`config.mk`:
```
export PLATFORM = sky130hd
export DESIGN_NAME = uart_rx_fifo
export DESIGN_NICKNAME = d
export VERILOG_FILES = /design/src/rtl/uart_rx_fifo.sv
export SDC_FILE = /design/constraint.sdc
export NUM_CORES = 1
export LEC_CHECK = 0
export ABC_AREA = 1
export BUFFER_PORTS_ARGS = -buffer_cell sky130_fd_sc_hd__buf_2
export CAP_MARGIN = 5
export CORE_MARGIN = 1
export CORE_UTILIZATION = 61
export CTS_CLUSTER_SIZE = 14
export DETAILED_ROUTE_END_ITERATION = 10
export PLACE_DENSITY = 0.79
export SYNTH_ARGS = -nofsm -noshare
export SYNTH_HDL_FRONTEND = slang
export SYNTH_SLANG_ARGS = --single-unit
```
`constraint.sdc`:
```
create_clock -name clk_16mhz -period 2.56 [get_ports clk_16mhz]
set_input_delay 0.64 -clock clk_16mhz [delete_from_list [all_inputs] [get_ports clk_16mhz]]
set_output_delay 0.64 -clock clk_16mhz [all_outputs]
set_load 0.05 [all_outputs]
```
`src/rtl/uart_rx_fifo.sv`:
```
// uart_rx_fifo: receive-side buffer between a UART RX controller and a consumer.
// Each entry stores the received byte together with its framing-error tag.
// The byte is written on rx_done_pulse. Reads have a fixed latency of one cycle.
// Two sticky flags are kept: overrun (a byte was dropped) and frame_err (a framing error was seen).
// irq is a registered level: high when the fill level reaches IRQ_THRESH or overrun is set.
// Storage is addressed by wrapping pointers, so DEPTH must be a power of two and at least 2.
// IRQ_THRESH must lie in the range 1..DEPTH.
//
// Read handshake: the consumer raises rd_en to request one entry per cycle.
// A request while empty=1 is dropped; there is no back-pressure.
// An accepted request produces exactly one rd_valid strobe on the following cycle.
// rd_data/rd_err are only meaningful while rd_valid=1, and hold their value between pops.
module uart_rx_fifo #(
    parameter int DATA_WIDTH = 8,
    parameter int DEPTH      = 16,
    parameter int IRQ_THRESH = 8
) (
    input  logic                    clk_16mhz,
    input  logic                    rst,
    input  logic [DATA_WIDTH-1:0]   rx_data,
    input  logic                    rx_done_pulse,
    input  logic                    rx_error,
    input  logic                    rd_en,
    input  logic                    clr_flags,
    output logic [DATA_WIDTH-1:0]   rd_data,
    output logic                    rd_err,
    output logic                    rd_valid,
    output logic                    empty,
    output logic                    full,
    output logic [$clog2(DEPTH):0]  count,
    output logic                    overrun,
    output logic                    frame_err,
    output logic                    irq
);

    localparam int AW = $clog2(DEPTH);
    localparam int CW = AW + 1;
    localparam logic [CW-1:0] FULL_LVL = CW'(DEPTH);
    localparam logic [CW-1:0] IRQ_LVL  = CW'(IRQ_THRESH);

    // Entry layout: {error tag, data byte}
    logic [DATA_WIDTH:0] mem [DEPTH];

    logic [AW-1:0] wr_ptr;
    logic [AW-1:0] rd_ptr;

    logic          pop_ok;
    logic          push_ok;
    logic          drop;
    logic [CW-1:0] count_nxt;
    logic          overrun_nxt;
    logic          frame_err_nxt;

    // Accept/drop decisions and next occupancy/flag values.
    // A full FIFO still takes a byte if a pop frees a slot in the same cycle.
    always_comb begin
        pop_ok        = rd_en && !empty;
        push_ok       = rx_done_pulse && (!full || rd_en);
        drop          = rx_done_pulse && full && !rd_en;
        count_nxt     = count;
        overrun_nxt   = overrun;
        frame_err_nxt = frame_err;
        case ({push_ok, pop_ok})
            2'b10:   count_nxt = count + CW'(1);
            2'b01:   count_nxt = count - CW'(1);
            default: count_nxt = count;
        endcase
        // Set events take priority over a same-cycle clear
        if (drop)
            overrun_nxt = 1'b1;
        else if (clr_flags)
            overrun_nxt = 1'b0;
        if (rx_error)
            frame_err_nxt = 1'b1;
        else if (clr_flags)
            frame_err_nxt = 1'b0;
    end

    // Storage write; contents are not cleared by reset.
    always_ff @(posedge clk_16mhz) begin
        if (!rst && push_ok)
            mem[wr_ptr] <= {rx_error, rx_data};
    end

    // Pointers, status, sticky flags and the registered read port.
    always_ff @(posedge clk_16mhz) begin
        if (rst) begin
            wr_ptr    <= '0;
            rd_ptr    <= '0;
            count     <= '0;
            empty     <= 1'b1;
            full      <= 1'b0;
            rd_valid  <= 1'b0;
            rd_data   <= '0;
            rd_err    <= 1'b0;
            overrun   <= 1'b0;
            frame_err <= 1'b0;
            irq       <= 1'b0;
        end else begin
            if (push_ok)
                wr_ptr <= wr_ptr + AW'(1);
            if (pop_ok) begin
                rd_ptr  <= rd_ptr + AW'(1);
                rd_data <= mem[rd_ptr][DATA_WIDTH-1:0];
                rd_err  <= mem[rd_ptr][DATA_WIDTH];
            end
            rd_valid  <= pop_ok;
            count     <= count_nxt;
            empty     <= (count_nxt == '0);
            full      <= (count_nxt == FULL_LVL);
            overrun   <= overrun_nxt;
            frame_err <= frame_err_nxt;
            irq       <= (count_nxt >= IRQ_LVL) || overrun_nxt;
        end
    end

endmodule

```
==> qor.csv <==
metric;value;unit
Final period util;81.83;%
initial antenna violation count;0;
Metal-1 WL;6174;um
Sum Neg Setup Slack;0;ns
DR DRC count;0;
top-count cell post-synth;edfxtp_1;
Std-Cell Rows;38;
die area;11810;um2
Starting Density;63.19;%
worst setup path class;reg -> reg;
Critical Path End Type;flop;
Post-synth EDFFs;144;
fin cells;794;
met2 wire length;8157;um
n_diodes;0;
top cell type's share of synthesized area;62.30;%
CTS tree;built;
placer congestion estimate;0.8943;
Num CTS Buffers;17;
Critical-path top delay cell;dfxtp_2;
Slew @ Worst Pin;0.6156;ns
number of global-route vias before repair;4552;
Setup crit start kind;flop;
Hold/Removal Path Class;reg -> reg;
PostCTS Resize Cnt;0;
PortBufs;33;
VDD IR max;1180;uV
Longest Clk Path Bufs;2;
final antenna-violating net count;0;
largest net degree at the start of global routing;59;
register bit total from synthesis;172;
Top Metal Used;met4;
worst skew pair latency;0.43;ns
drt total wl;16070;um
dominant synthesized flop cell;edfxtp_1;
final setup fails;0;
PwrDens;871.7;nW/um2
core area;10980;um2
top cell type by total area after synthesis;edfxtp_1;
WP buf/inv;4;
post-synthesis cell count;595;
RSZ-0062 raised after global routing;no;
ys async rst share;0;%
delay-heaviest family, CP;buffers and inverters;
first-pass GRT wire length;24060;um
design area;7984;um2
drt first pass iters;5;
# clock sinks;172;
Hold WS;0.5041;ns
Layout Skew;0.007727;ns
top post-synthesis cells by count;edfxtp_1 (144), nor2_1 (119), o21ai_0 (75);
overall die width;108.7;um
post-synthesis sequential area ratio;70.38;%
Post-Syn Area;6940;um2
via count;4856;
Slew HR;58.71;%
Fin. Hold Viols;0;
H-tree Lvls;4;
layout cell share with drive strength beyond 1;14.37;%
Crit Path Max Fanout;18;
Ports;34;
Die H;108.7;um
WL/cell;20.24;um
gr usage total;29.15;%
dpl cell area;7356;um2
Leak Pwr;2.931;nW
CP cell instances;inv_2 -> buf_4 -> buf_4 -> o21ai_0 -> o221ai_1 -> nand3_1 -> nand3_1 -> nand2_1 -> inv_1;
synthesis-to-layout area growth;15.04;%
Post-Syn Area per Cell;11.66;um2
Mapped Nets;616;
min cycle time layout;2.095;ns
nets@finish;662;
cts hold-fix bufs;0;
Yosys cell types;27;
vias per cell;6.116;
slowest cell delay on critical path;0.57;ns
Fmax;0.4774;GHz
# Max-Cap Violations;0;
HPWL after detailed placement;9693;um
Crit path arrival time;2.42;ns
status;complete, no violations;
gr ovfl total;0;
top post-synthesis cells by area;edfxtp_1 (62%), dfxtp_1 (8.1%), nor2_1 (6.4%), o21ai_0 (5.4%), o221ai_1 (2.8%);
CP required;2.89;ns
CTS Root Cell;clkbuf_16;
metal3 WL;1297;um
First DRT Iteration DRCs;496;
warnings from Yosys;0;
fin. max-slew vios;0;
clk slew on worst S/H paths;0.06;ns
cell total after placement;762;
Util after Layout;72.69;%
R2R setup slack;0.47;ns
Post-CTS Setup Inserts;0;
[state kept, by name, indices dropped and copies added (netlist names)]
| signal | cells |
|---|---|
| full | 1 |
| rd_err | 1 |
| irq | 1 |
| overrun | 1 |
| count | 5 |
| frame_err | 1 |
| rd_data | 8 |
| wr_ptr | 4 |
| rd_ptr | 4 |
| empty | 1 |
| mem | 144 |
| rd_valid | 1 |
[worst paths after layout]
kind / start / end / depth (start not counted)
worst max-delay path: rd_ptr[0]$_SDFFE_PP0P_ / rd_data[5]$_SDFFE_PP0P_ / 9
worst min-delay path: frame_err$_SDFFE_PP0P_ / frame_err$_SDFFE_PP0P_ / 2
worst max register to register: rd_ptr[0]$_SDFFE_PP0P_ / rd_data[5]$_SDFFE_PP0P_ / 9
worst min register to register: frame_err$_SDFFE_PP0P_ / frame_err$_SDFFE_PP0P_ / 2
[per-layer routing]
metal  GRT usage (%)  vias to the layer above
li1                -                     2224
met1           37.28                     2370
met2           47.83                      226
met3           5.439                       36
met4           15.06                        0
met5               0                        -
[area by class of cell]
class	instances	area (um2)
clock inverters	15	202.7
multi-input cells	349	1755
inverters	43	161.4
clock buffers	17	425.4
flip-flops and latches	172	4886
well taps	140	175.2
fillers	717	2999
repair buffers	58	377.9
[worst register-to-register path: stages (launching register included)]
cell	delay [ns]
dfxtp_2	0.57
inv_2	0.24
buf_4	0.24
buf_4	0.18
o21ai_0	0.19
o221ai_1	0.16
nand3_1	0.19
nand3_1	0.12
nand2_1	0.08
inv_1	0.03
[cells by family after synthesis]
kind of cell / after synthesis / share of synthesized area [%]
simple gates: 200 / 11.84
flops: 172 / 70.38
compound gates: 140 / 11.83
buf+inv: 74 / 4.327
fa+ha+maj: 7 / 1.262
xor+xnor: 2 / 0.3606
[where the power goes]
part | switching (mW) | internal, mW
Combinational | 0.765 | 0.291
Clock | 1.02 | 1.71
Sequential | 0.0658 | 3.11
[cell usage in the layout, fill, tap and decap left out]
cell type   netlist  final
edfxtp_1        144    144
nor2_1          119    119
o21ai_0          75     75
nand2_1          39     39
inv_1            38     38
buf_2            11     33
nand3_1          28     28
dfxtp_1          28     27
buf_4             1     23
o221ai_1         22     22
clkbuf_16         0     17
o22ai_1          14     14
o21ai_1          12     12
nor3_1            9      9
a21oi_1           9      9
o211ai_1          7      7
ha_1              7      7
clkinv_1          1      6
bufinv_16         0      5
inv_2             4      4
nand3_2           2      2
nand4_1           2      2
clkinv_2          0      2
clkinvlp_4        0      2
buf_12            0      2
nor2_4            1      1
xor2_1            1      1
xor2_2            1      1
o21bai_1          1      1
clkinv_4          0      1
dfxtp_2           0      1
[metrics by stage]
| stage | setup slack (ns) | total power, mW |
|---|---|---|
| 4_1_cts | 0.4836 | 6.965 |
| 3_5_place_dp | 0.2751 | 4.267 |
| 3_3_place_gp | 0.3585 | 4.229 |
| 2_1_floorplan | 0.3817 | 3.950 |
| 6_report | 0.4652 | 6.960 |
| 5_1_grt | 0.3489 | 7.186 |
(Power assumes the default switching activity.)
